**src/rtl/regfile_commit_writer.sv**
```systemverilog
// In-order commit writer: buffers retired ROB results in a small FIFO and drains them,
// one per cycle, into the register file write port, with a youngest-match bypass lookup.
module regfile_commit_writer #(
    parameter int DEPTH    = 4,
    parameter int DATA_W   = 64,
    parameter int ADDR_W   = 5,
    parameter int ZERO_REG = 31
) (
    input  logic                       clk,
    input  logic                       reset_n,
    input  logic                       commitValid_i,
    input  logic [ADDR_W-1:0]          commitAddr_i,
    input  logic [DATA_W-1:0]          commitData_i,
    output logic                       commitReady_o,
    input  logic                       wrStall_i,
    output logic                       RegWrite_o,
    output logic [ADDR_W-1:0]          WriteRegister_o,
    output logic [DATA_W-1:0]          WriteData_o,
    input  logic [ADDR_W-1:0]          bypassAddr_i,
    output logic                       bypassHit_o,
    output logic [DATA_W-1:0]          bypassData_o,
    output logic [$clog2(DEPTH+1)-1:0] count_o,
    output logic                       empty_o
);

    localparam int PTR_W = $clog2(DEPTH);
    localparam int CNT_W = $clog2(DEPTH + 1);
    localparam logic [ADDR_W-1:0] ZERO_ADDR = ADDR_W'(ZERO_REG);

    logic [ADDR_W-1:0] mem_addr_q [DEPTH];
    logic [DATA_W-1:0] mem_data_q [DEPTH];

    logic [PTR_W-1:0]  head_q, head_d;
    logic [PTR_W-1:0]  tail_q, tail_d;
    logic [CNT_W-1:0]  count_q, count_d;
    logic              reg_write_q, reg_write_d;
    logic [ADDR_W-1:0] wr_addr_q, wr_addr_d;
    logic [DATA_W-1:0] wr_data_q, wr_data_d;

    logic              commit_ready;
    logic              push;
    logic              pop;
    logic              bypass_hit;
    logic [DATA_W-1:0] bypass_data;
    logic [PTR_W-1:0]  scan_idx;

    // Ready and pop both look only at registered count, so an empty FIFO can never
    // push and pop the same entry on one edge, and a full FIFO stays not-ready.
    assign commit_ready = (count_q < CNT_W'(DEPTH));
    assign push         = commitValid_i && commit_ready && (commitAddr_i != ZERO_ADDR);
    assign pop          = (count_q != '0) && !wrStall_i;

    // NOTE: every output of a combinational block gets a default first so no latch is inferred.
    always_comb begin
        head_d      = head_q;
        tail_d      = tail_q;
        count_d     = count_q;
        reg_write_d = 1'b0;
        wr_addr_d   = wr_addr_q;
        wr_data_d   = wr_data_q;

        if (push) begin
            tail_d = tail_q + 1'b1;
        end
        if (pop) begin
            head_d      = head_q + 1'b1;
            reg_write_d = 1'b1;
            wr_addr_d   = mem_addr_q[head_q];
            wr_data_d   = mem_data_q[head_q];
        end

        case ({push, pop})
            2'b10:   count_d = count_q + 1'b1;
            2'b01:   count_d = count_q - 1'b1;
            default: count_d = count_q;
        endcase
    end

    // NOTE: sequential state uses non-blocking assignments so all registers update together.
    always_ff @(posedge clk or negedge reset_n) begin
        if (!reset_n) begin
            head_q      <= '0;
            tail_q      <= '0;
            count_q     <= '0;
            reg_write_q <= 1'b0;
            wr_addr_q   <= '0;
            wr_data_q   <= '0;
        end else begin
            head_q      <= head_d;
            tail_q      <= tail_d;
            count_q     <= count_d;
            reg_write_q <= reg_write_d;
            wr_addr_q   <= wr_addr_d;
            wr_data_q   <= wr_data_d;
        end
    end

    // NOTE: storage is not reset; an entry is only ever read while count says it is valid.
    always_ff @(posedge clk) begin
        if (push) begin
            mem_addr_q[tail_q] <= commitAddr_i;
            mem_data_q[tail_q] <= commitData_i;
        end
    end

    // Scan oldest to youngest so a later match overrides an earlier one; the output
    // stage is older than anything still queued.
    always_comb begin
        bypass_hit  = 1'b0;
        bypass_data = '0;
        scan_idx    = head_q;

        if (reg_write_q && (wr_addr_q == bypassAddr_i)) begin
            bypass_hit  = 1'b1;
            bypass_data = wr_data_q;
        end

        for (int i = 0; i < DEPTH; i++) begin
            scan_idx = head_q + PTR_W'(i);
            if ((CNT_W'(i) < count_q) && (mem_addr_q[scan_idx] == bypassAddr_i)) begin
                bypass_hit  = 1'b1;
                bypass_data = mem_data_q[scan_idx];
            end
        end

        if (bypassAddr_i == ZERO_ADDR) begin
            bypass_hit  = 1'b0;
            bypass_data = '0;
        end
    end

    assign commitReady_o   = commit_ready;
    assign RegWrite_o      = reg_write_q;
    assign WriteRegister_o = wr_addr_q;
    assign WriteData_o     = wr_data_q;
    assign bypassHit_o     = bypass_hit;
    assign bypassData_o    = bypass_data;
    assign count_o         = count_q;
    assign empty_o         = (count_q == '0) && !reg_write_q;

endmodule

```
**config.mk**
```make
export PLATFORM = sky130hd
export DESIGN_NAME = regfile_commit_writer
export DESIGN_NICKNAME = d
export VERILOG_FILES = /design/src/rtl/regfile_commit_writer.sv
export SDC_FILE = /design/constraint.sdc
export NUM_CORES = 1
export LEC_CHECK = 0
export BUFFER_PORTS_ARGS = -buffer_cell sky130_fd_sc_hd__buf_2
export CAP_MARGIN = 25
export CORE_ASPECT_RATIO = 1.25
export CORE_MARGIN = 2
export CORE_UTILIZATION = 60
export DETAILED_ROUTE_END_ITERATION = 10
export GPL_ROUTABILITY_DRIVEN = 0
export MAX_ROUTING_LAYER = met4
export PLACE_DENSITY = 0.83
export SETUP_SLACK_MARGIN = 0.1
export SYNTH_ARGS = -nofsm -noshare
export SYNTH_HDL_FRONTEND = slang
export SYNTH_SLANG_ARGS = --single-unit
export TNS_END_PERCENT = 10
```
**constraint.sdc**
```tcl
create_clock -name clk -period 3.56 [get_ports clk]
set_input_delay 0.356 -clock clk [delete_from_list [all_inputs] [get_ports clk]]
set_output_delay 0.356 -clock clk [all_outputs]
set_load 0.1 [all_outputs]
```
==> results.ini, run 1 <==
[outcome]
status = finished with violations
violations = negative setup slack

[timing]
report.final.slew_viol_count = 0
worst-slew-pin-transition_ps = 897
rsz0062_at_grt = true
hold_viol = 0
fmax_mhz = 252
setup_ws_ps = -415
holdWs_ps = 33.9
skew_ps = 17.6
period_share = 1.12
fin_crit_ps = 3970
setup_viol = 65
maxSlewHeadroom = 0.402

[detailed_routing]
drt.antenna.violating_nets = 0
avgRoutedWirePerCell_um = 25.7
drt-vias-per-instance = 6.82
dr.pass1.iters = 6
vias = 16365
post-route-drc-count = 0
routed_wl_um = 61500
drt-initial-drc-count = 1842

[logic_synthesis]
synthCells = 1757
async_flop_share = 0.218
ys_ff_latch = 353
yosys_most_used_dff = edfxtp_1
synth.net_count = 1844
syn_area_per_cell_sq_um = 11.5
yosysUniqueCellTypes = 44
seq_area_frac_synth = 0.507
synth_area_leaders = edfxtp_1 (41%), mux2_2 (11%), mux2i_1 (11%), dfrtp_1 (9.6%), o21ai_0 (3.6%)
yosysMostFrequentCell = edfxtp_1
synth_area_leader_cell = edfxtp_1
synth_area_sq_um = 20100
synthTopCellsByCount = edfxtp_1 (276), mux2i_1 (213), mux2_2 (190), nand2_1 (190), o21ai_0 (145)
synth_edf_count = 276
synth_warnings = 0
synth_top_area_frac = 0.411

[clock_network]
insertion_delay_ps = 540
clockBufferDepth = 3
clkTransAtPathRegs_ps = 70
cts_num_sinks = 353
root_buffer = clkbuf_16
cts_made_buffers = 36
cts_tree = done
htree_levels = 2

[die]
dieArea_sq_um = 35100
coreArea_sq_um = 33300
fp.dieW_um = 168
io_pins = 218
initial_core_util = 0.605
chipHeight_um = 209
placementRows = 75

[worst_setup_path]
cp.arrival_ps = 3620
cp_max_fo = 19
cp-end-kind = output pin
worstPathRequired_ps = 3200
startpoint_type = register
path_class = register to output pin

[min_path]
hold_class = input port to register

[global_route]
track_usage = 0.345
antenna_found_initial = 10
grt_pass1_wl_um = 91200
grt_start_max_net_pins = 140
gr-total-overflow = 0
grt_pass1_vias = 16675

[power_and_ir_drop]
p_leak_uw = 0.0105
peakVddDrop_v = 0.000940
cellPowerDensity_nw_per_um2 = 1020

[cells_and_area]
fin_nets = 2026
seqCellArea_sq_um = 10200
drive_above_1_share = 0.353
fin_util = 0.770
area_growth_syn_to_layout_pct = 27.4
multi_input_area_sq_um = 10300
n_fill_cell = 1876

[place]
dpl.hpwl_um = 33700
io_buffers = 217

[job]
drv_cap = 0

critical path, cell delays in order, from the launching register on:
cell       delay, ps
dfrtp_4          530
buf_12           170
mux2i_1          240
xnor2_1          150
nor4_2           370
and4b_2          400
or3_4            260
buf_12           130
clkbuf_16        190
o21ai_0          120
a211o_1          330
buf_12           180
cell families after synthesis:
| family | after synthesis | share of synthesized area |
|---|---|---|
| compound gates | 420 | 0.139 |
| fa+ha+maj | 9 | 0.00559 |
| buf+inv | 167 | 0.0360 |
| simple gates | 360 | 0.0771 |
| mux | 412 | 0.219 |
| xor+xnor | 36 | 0.0157 |
| flops | 353 | 0.507 |
final cells by class:
type,instances,share of cell area
Tap cell,423,0.0206
Inverter,7,0.00117
Multi-Input combinational cell,1239,0.402
Sequential cell,353,0.399
Timing Repair Buffer,302,0.130
Clock buffer,52,0.0406
Clock inverter,12,0.00556
Antenna cell,10,0.000975
path summary, 6_finish.rpt:
path,cells after the start,startpoint,slack [ps],to
max,11,head_q[1]$_DFFE_PN0P_,-410,bypassData_o[10]
min,1,commitData_i[2],30,mem_data_q[0][2]$_DFFE_PP_
max reg2reg,7,head_q[1]$_DFFE_PN0P_,1090,WriteData_o[56]$_DFFE_PN0P_
min reg2reg,2,WriteData_o[54]$_DFFE_PN0P_,510,WriteData_o[54]$_DFFE_PN0P_
max in group asynchronous,4,reset_n,2310,WriteData_o[58]$_DFFE_PN0P_
min in group asynchronous,2,reset_n,290,WriteData_o[18]$_DFFE_PN0P_
metrics by stage:
stage               TNS (ps)  total power, uW  worst slack (ps)  instances  area [sq um]
global placement       -4.79            20900             -4.79       2285         23300
detailed placement      -180            21300             -47.5       2285         23300
finish                -22380            26100              -415       2398         25700
CTS                   -16520            25700              -324       2371         25200
floorplan             -12760            17700              -121       1757         20800
global route          -28230            27000              -506       2398         25700
flip-flops by register name, indices dropped and copies added (netlist names):
| signal | cells |
|---|---|
| mem_data_q | 256 |
| WriteData_o | 64 |
| mem_addr_q | 20 |
| WriteRegister_o | 5 |
| count_o | 3 |
| head_q | 2 |
| tail_q | 2 |
| RegWrite_o | 1 |
timing repair:
item | 4_1_cts | 5_1_grt
hold buffers | 0 | 1
gates cloned | 7 | 6
gates resized for setup | 117 | 41
endpoints found under the setup margin | 65 | 65
setup buffers | 15 | 9
hold endpoints to repair | 0 | 20
pin swaps | 60 | 28
metal layers:
layer / routed length (um) / vias to the layer above / GRT usage
li1: - / 7077 / -
met1: 21700 / 7981 / 0.403
met2: 30600 / 1031 / 0.567
met3: 5890 / 276 / 0.0606
met4: 3350 / 0 / 0.196
met5: 0 / - / -
report_power, final:
group / internal [uW] / leakage [uW] / total [uW] / switching, uW
combinational: 5300 / 0.00655 / 16300 / 11000
sequential: 5390 / 0.00340 / 6040 / 650
clock: 2260 / 0.000580 / 3850 / 1590
layout by cell type (no fill, tap or decap), drive strengths merged, types with 38 or more instances in the layout:
| cell | netlist | routed |
|---|---|---|
| buf | 56 | 295 |
| edfxtp | 276 | 276 |
| mux2i | 213 | 213 |
| mux2 | 195 | 195 |
| nand2 | 190 | 190 |
| o21ai | 145 | 145 |
| nor2 | 97 | 98 |
| a21oi | 78 | 78 |
| dfrtp | 77 | 77 |
| a211o | 64 | 64 |
| clkbuf | 104 | 58 |
| and3 | 43 | 43 |
| a211oi | 40 | 40 |
| o32ai | 38 | 38 |
No activity file was read; power rests on OpenSTA's default activity.
==> run 2, diff against run 1 <==
--- a/config.mk
+++ b/config.mk
@@ -7,9 +7,11 @@
 export LEC_CHECK = 0
 export BUFFER_PORTS_ARGS = -buffer_cell sky130_fd_sc_hd__buf_2
 export CAP_MARGIN = 25
+export CELL_PAD_IN_SITES_DETAIL_PLACEMENT = 1
+export CELL_PAD_IN_SITES_GLOBAL_PLACEMENT = 2
 export CORE_ASPECT_RATIO = 1.25
 export CORE_MARGIN = 2
-export CORE_UTILIZATION = 60
+export CORE_UTILIZATION = 40
 export DETAILED_ROUTE_END_ITERATION = 10
 export GPL_ROUTABILITY_DRIVEN = 0
 export MAX_ROUTING_LAYER = met4
==> results.ini, run 2 (same netlist as run 1, synthesis figures left out) <==
[outcome]
status = finished with violations
violations = negative setup slack

[die]
fp.dieW_um = 205  ; +22%
io_pins = 218  ; unchanged
dieArea_sq_um = 52200  ; +49%
placementRows = 91  ; +21%
initial_core_util = 0.407  ; -0.198
coreArea_sq_um = 49500  ; +49%
chipHeight_um = 255  ; +22%

[timing]
tns_ps = -25680  ; -3310 ps
setup_ws_ps = -456  ; -41.4 ps
worst-slew-pin-transition_ps = 990  ; +93.1 ps
rsz0062_at_grt = true
hold_viol = 0  ; unchanged
report.final.slew_viol_count = 0  ; unchanged
period_share = 1.13  ; +0.0116
fmax_mhz = 249  ; -1.0%
setup_viol = 65  ; unchanged
maxSlewHeadroom = 0.340  ; -0.0620
fin_crit_ps = 4020  ; +41.4 ps
skew_ps = 29.6  ; +12.0 ps
holdWs_ps = 21.5  ; -12.4 ps

[min_path]
whs_path_depth = 1  ; unchanged
hold_class = input port to register

[cells_and_area]
largest_reg_flops = 256  ; unchanged
fin_nets = 2108  ; +4.0%
mostFrequentLayoutCells = edfxtp_1 (276), mux2i_1 (209), nand2_1 (189)
fin_cells = 2706  ; +13%
n_fill_cell = 5005  ; +170%
top_register = mem_data_q
fin_util = 0.543  ; -0.227
area_growth_syn_to_layout_pct = 33.6
layout_commonest_cell = edfxtp_1
drive_above_1_share = 0.359  ; +0.00632

[detailed_routing]
post-route-drc-count = 0  ; unchanged
routed_wl_um = 69800  ; +13%
drt-vias-per-instance = 5.94  ; -13%
dr_wl_met2_um = 36500  ; +20%
drt.antenna.violating_nets = 0  ; unchanged
drt-initial-drc-count = 821  ; -55%
top_layer = met4
met3_length_um = 3320  ; -44%
avgRoutedWirePerCell_um = 25.8  ; +0.51%
wl_met1_um = 27500  ; +26%
dr.pass1.iters = 5  ; -1
vias = 16085  ; -1.7%

[place]
dpl.cell_count = 2530  ; +11%
dpl.hpwl_um = 40600  ; +21%
io_buffers = 217  ; unchanged
place_ws_ps = -54.8  ; -7.32 ps

[clock_network]
cts_made_buffers = 41  ; +14%
clockBufferDepth = 3  ; unchanged
insertion_delay_ps = 580  ; +40 ps
root_buffer = clkbuf_16
cts_num_sinks = 353  ; unchanged
htree_levels = 2  ; unchanged
cts_tree = done
clkTransAtPathRegs_ps = 60  ; about the same

[worst_setup_path]
startpoint_type = register
cp.arrival_ps = 3660  ; +40 ps
path_class = register to output pin
cp_max_fo = 6  ; -13
cp-end-kind = output pin
reg2reg_depth = 7  ; unchanged
worstPathRequired_ps = 3200  ; about the same

[global_route]
grt_start_max_net_pins = 161  ; +15%
antenna_found_initial = 2  ; -8
gr-total-overflow = 0  ; unchanged
track_usage = 0.272  ; -0.0735
grt_pass1_wl_um = 105000  ; +15%
grt_pass1_vias = 17467  ; +4.7%

[job]
drv_cap = 0  ; unchanged

[power_and_ir_drop]
p_leak_uw = 0.0109  ; +3.7%
cellPowerDensity_nw_per_um2 = 997  ; -2.1%
peakVddDrop_v = 0.000862  ; -8.3%

-- run 2: cell count changes in the layout (fill, tap and decap cells not counted), moves of 7 or more --
| cell | before | now |
|---|---|---|
| dlygate4sd3_1 | 1 | 49 |
| mux2_2 | 171 | 183 |
| a21oi_1 | 54 | 62 |
| o221ai_2 | 3 | 22 |
| nor2_1 | 87 | 95 |
| diode_2 | 10 | 2 |
| a21oi_2 | 15 | 7 |
| mux2_4 | 24 | 9 |
| buf_4 | 35 | 64 |
| o221ai_1 | 23 | 0 |
| nor2_2 | 7 | 0 |
-- run 2: per-layer routing --
| metal | GRT usage | up-vias |
|---|---|---|
| met3 | 0.0397 | 156 |
| met2 | 0.485 | 475 |
| met4 | 0.0934 | 0 |
| met1 | 0.312 | 8231 |
| li1 | - | 7223 |
| met5 | - | - |
-- run 2: per-stage QoR --
step | total power [uW] | area (sq um)
floorplan | 17700 | 20800
global placement | 21400 | 23800
global route | 27900 | 26900
detailed placement | 21700 | 23800
finish | 26800 | 26900
CTS | 26800 | 26800
-- run 2: final cells by class --
| cell class | instances | area (sq um) | share of cell area |
|---|---|---|---|
| Inverter | 7 | 30.0 | 0.00112 |
| Multi-Input combinational cell | 1237 | 10400 | 0.385 |
| Antenna cell | 2 | 5.00 | 0.000186 |
| Tap cell | 651 | 815 | 0.0303 |
| Timing Repair Buffer | 381 | 4140 | 0.154 |
| Sequential cell | 353 | 10200 | 0.380 |
| Clock buffer | 57 | 1170 | 0.0434 |
| Clock inverter | 18 | 148 | 0.00549 |
-- run 2: path summary, 6_finish.rpt --
kind	startpoint	slack [ps]	to
max in group asynchronous	reset_n	2220	WriteData_o[33]$_DFFE_PN0P_
worst min register to register	WriteData_o[58]$_DFFE_PN0P_	510	WriteData_o[58]$_DFFE_PN0P_
worst max-delay path	head_q[0]$_DFFE_PN0P_	-460	bypassData_o[30]
min in group asynchronous	reset_n	470	WriteData_o[45]$_DFFE_PN0P_
worst min-delay path	commitData_i[24]	20	mem_data_q[0][24]$_DFFE_PP_
worst max register to register	head_q[1]$_DFFE_PN0P_	1040	WriteData_o[42]$_DFFE_PN0P_
-- run 2: where the power goes --
part / internal [uW] / switching (uW) / total (uW)
sequential: 5390 / 673 / 6070
clock: 2440 / 1750 / 4200
combinational: 5490 / 11100 / 16600
total: 13300 / 13500 / 26800
-- run 2: critical path, stage by stage (launching register included) --
cell and delay, ps:
dfrtp_4 490, mux4_2 560, xnor2_1 170, nand4_1 170, a211oi_4 280, buf_6 140
buf_12 150, clkbuf_16 170, mux2_2 340, a211oi_2 240, a211o_1 180, buf_12 180
-- run 2: what timing repair did --
item / CTS / global route
gates resized for setup: 118 / 19
setup buffers: 34 / 2
hold endpoints to repair: 242 / 0
gates cloned: 12 / 2
setup endpoints to repair: 65 / 65
hold buffers: 49 / 0
pin swaps: 60 / 40
==> run 3, diff against run 2 <==
--- a/config.mk
+++ b/config.mk
@@ -16,6 +16,7 @@
 export GPL_ROUTABILITY_DRIVEN = 0
 export MAX_ROUTING_LAYER = met4
 export PLACE_DENSITY = 0.83
+export REMOVE_ABC_BUFFERS = 1
 export SETUP_SLACK_MARGIN = 0.1
 export SYNTH_ARGS = -nofsm -noshare
 export SYNTH_HDL_FRONTEND = slang
==> results.ini, run 3 (same netlist as run 1, synthesis figures left out) <==
[clock_network]
cts_num_sinks = 353  ; unchanged
htree_levels = 2  ; unchanged
clockBufferDepth = 3  ; unchanged
clkTransAtPathRegs_ps = 60  ; about the same
cts_made_buffers = 40  ; -2.4%
insertion_delay_ps = 570  ; about the same
root_buffer = clkbuf_16
cts_tree = done

[power_and_ir_drop]
power.total_uw = 26200  ; -2.5%
p_int_uw = 13000  ; -2.7%
p_clk_frac = 0.155  ; about the same
peakVddDrop_v = 0.000830  ; -3.7%
p_sw_uw = 13200  ; -2.3%
cellPowerDensity_nw_per_um2 = 1000  ; +0.30%
swShare = 0.505  ; +0.000974
p_leak_uw = 0.0106  ; -3.0%
sequentialPowerShare = 0.227  ; about the same
combPwrFrac = 0.618  ; about the same

[die]
initial_core_util = 0.407  ; unchanged
placementRows = 91  ; unchanged
chipHeight_um = 255  ; unchanged
fp.dieW_um = 205  ; unchanged
coreArea_sq_um = 49500  ; unchanged
io_pins = 218  ; unchanged
dieArea_sq_um = 52200  ; unchanged

[timing]
tns_ps = -30350  ; -4670 ps
setup_viol = 65  ; unchanged
setup_ws_ps = -552  ; -96.1 ps
worst-slew-pin-transition_ps = 1030  ; +38.0 ps
maxSlewHeadroom = 0.315  ; -0.0253
period_share = 1.16  ; +0.0270
fin_crit_ps = 4110  ; +96.1 ps
skew_ps = 17.0  ; -12.6 ps
hold_viol = 0  ; unchanged
fmax_mhz = 243  ; -2.3%
rsz0062_at_grt = true
report.final.slew_viol_count = 0  ; unchanged

[detailed_routing]
drt-initial-drc-count = 798  ; -2.8%
post-route-drc-count = 0  ; unchanged
routed_wl_um = 69200  ; -0.83%
vias = 15959  ; -0.78%
dr.pass1.iters = 5  ; unchanged
avgRoutedWirePerCell_um = 25.4  ; -1.3%
drt-vias-per-instance = 5.87  ; -1.3%
drt.antenna.violating_nets = 0  ; unchanged

[cells_and_area]
n_fill_cell = 5054  ; +0.98%
mostFrequentLayoutCells = edfxtp_1 (276), mux2i_1 (207), nand2_1 (190)
fin_cells = 2720  ; +0.52%
fin_util = 0.528  ; -0.0152
design_area_sq_um = 26200  ; -2.8%
fin_nets = 2120  ; +0.57%
largest_reg_flops = 256  ; unchanged
top_register = mem_data_q
area_growth_syn_to_layout_pct = 29.9
layout_commonest_cell = edfxtp_1
drive_above_1_share = 0.337  ; -0.0219

[worst_setup_path]
cp-end-kind = output pin
path_class = register to output pin
worstPathRequired_ps = 3200  ; about the same
rrSetupSlack_ps = 1100  ; +60 ps
cp_max_fo = 6  ; unchanged
cp.arrival_ps = 3760  ; +100 ps
worstReg2RegStart = head_q[1]$_DFFE_PN0P_
r2r_end = WriteData_o[55]$_DFFE_PN0P_
reg2reg_depth = 5  ; -2
startpoint_type = register

[global_route]
track_usage = 0.265  ; -0.00677
grt_pass1_vias = 17423  ; -0.25%
gr-total-overflow = 0  ; unchanged
grt_start_max_net_pins = 141  ; -12%
grt_pass1_wl_um = 102000  ; -2.3%
antenna_found_initial = 4  ; +2

[place]
io_buffers = 217  ; unchanged
dpl.cell_count = 2562  ; +1.3%
dpl.hpwl_um = 41800  ; +2.9%
dpl_cell_area_sq_um = 23400  ; -1.8%

[outcome]
violations = negative setup slack
status = finished with violations

[min_path]
hold_class = input port to register
whs_path_depth = 1  ; unchanged
min_from = commitData_i[17]
min_to = mem_data_q[1][17]$_DFFE_PP_

[job]
drv_cap = 0  ; unchanged

-- run 3: cell count changes in the layout (fill, tap and decap cells not counted), sizes merged --
cell / delta
dlygate4sd3: +4
buf: +7
nor2: +1
bufbuf: -2
clkbuf: +1
inv: +3
diode: +2
clkinvlp: -4
clkinv: +2
-- run 3: worst max path at each step --
stage                          startpoint  slack, ps  cells after the start                to
global placement    head_q[1]$_DFFE_PN0P_       -210                     11  bypassData_o[44]
finish              head_q[1]$_DFFE_PN0P_       -550                     14  bypassData_o[57]
floorplan           head_q[1]$_DFFE_PN0P_     -10310                      6  bypassData_o[62]
global route        head_q[1]$_DFFE_PN0P_       -690                     15  bypassData_o[61]
CTS                 head_q[1]$_DFFE_PN0P_       -470                     10  bypassData_o[44]
detailed placement  head_q[1]$_DFFE_PN0P_       -280                     11  bypassData_o[44]
-- run 3: layout make-up --
type	count	area [sq um]	share of cell area
Tap cell	651	815	0.0311
Multi-Input combinational cell	1238	9800	0.375
Antenna cell	4	10.0	0.000383
Clock buffer	55	1090	0.0416
Inverter	7	26.3	0.00100
Timing Repair Buffer	393	4050	0.155
Clock inverter	19	151	0.00579
Sequential cell	353	10200	0.391
-- run 3: critical path, cell delays in order (launching register included) --
cell       delay (ps)
dfrtp_4           530
buf_8             150
buf_4             130
mux2i_1           180
xor2_1            290
nand4_1           150
a22o_1            290
buf_4             150
buf_4             130
nand4b_1          120
buf_6             190
clkbuf_16         170
o21ai_0           120
a221oi_2          330
buf_12            230
-- run 3: layer usage --
metal / part of all wire / up-vias / global-route usage
li1: - / 7238 / -
met1: 0.40 / 8221 / 0.305
met2: 0.53 / 381 / 0.475
met3: 0.040 / 119 / 0.0353
met4: 0.027 / 0 / 0.0874
met5: 0 / - / -
-- run 3: stage by stage --
stage / worst slack, ps / hold WS [ps]
6_report: -552 / 31.8
4_1_cts: -474 / 1.77
3_3_place_gp: -211 / 403
2_1_floorplan: -10310 / 60.4
5_1_grt: -687 / 9.93
3_5_place_dp: -281 / 415
-- run 3: timing repair --
item	in CTS	in global routing
endpoints found under the setup margin	65	65
pin swaps	49	23
cloned	2	6
gates resized for setup	89	76
endpoints found under the hold margin	236	0
hold buffers	53	0
buffers inserted	9	10
-- run 3: power groups by stage --
| stage | Combinational [uW] | Clock, uW | Sequential [uW] |
|---|---|---|---|
| finish | 16200 | 4050 | 5950 |
| global route | 16900 | 4250 | 6070 |
| CTS | 15800 | 4130 | 5940 |
| detailed placement | 15300 | 0 | 6020 |
| global placement | 15000 | 0 | 5950 |
| floorplan | 5740 | 0 | 9410 |
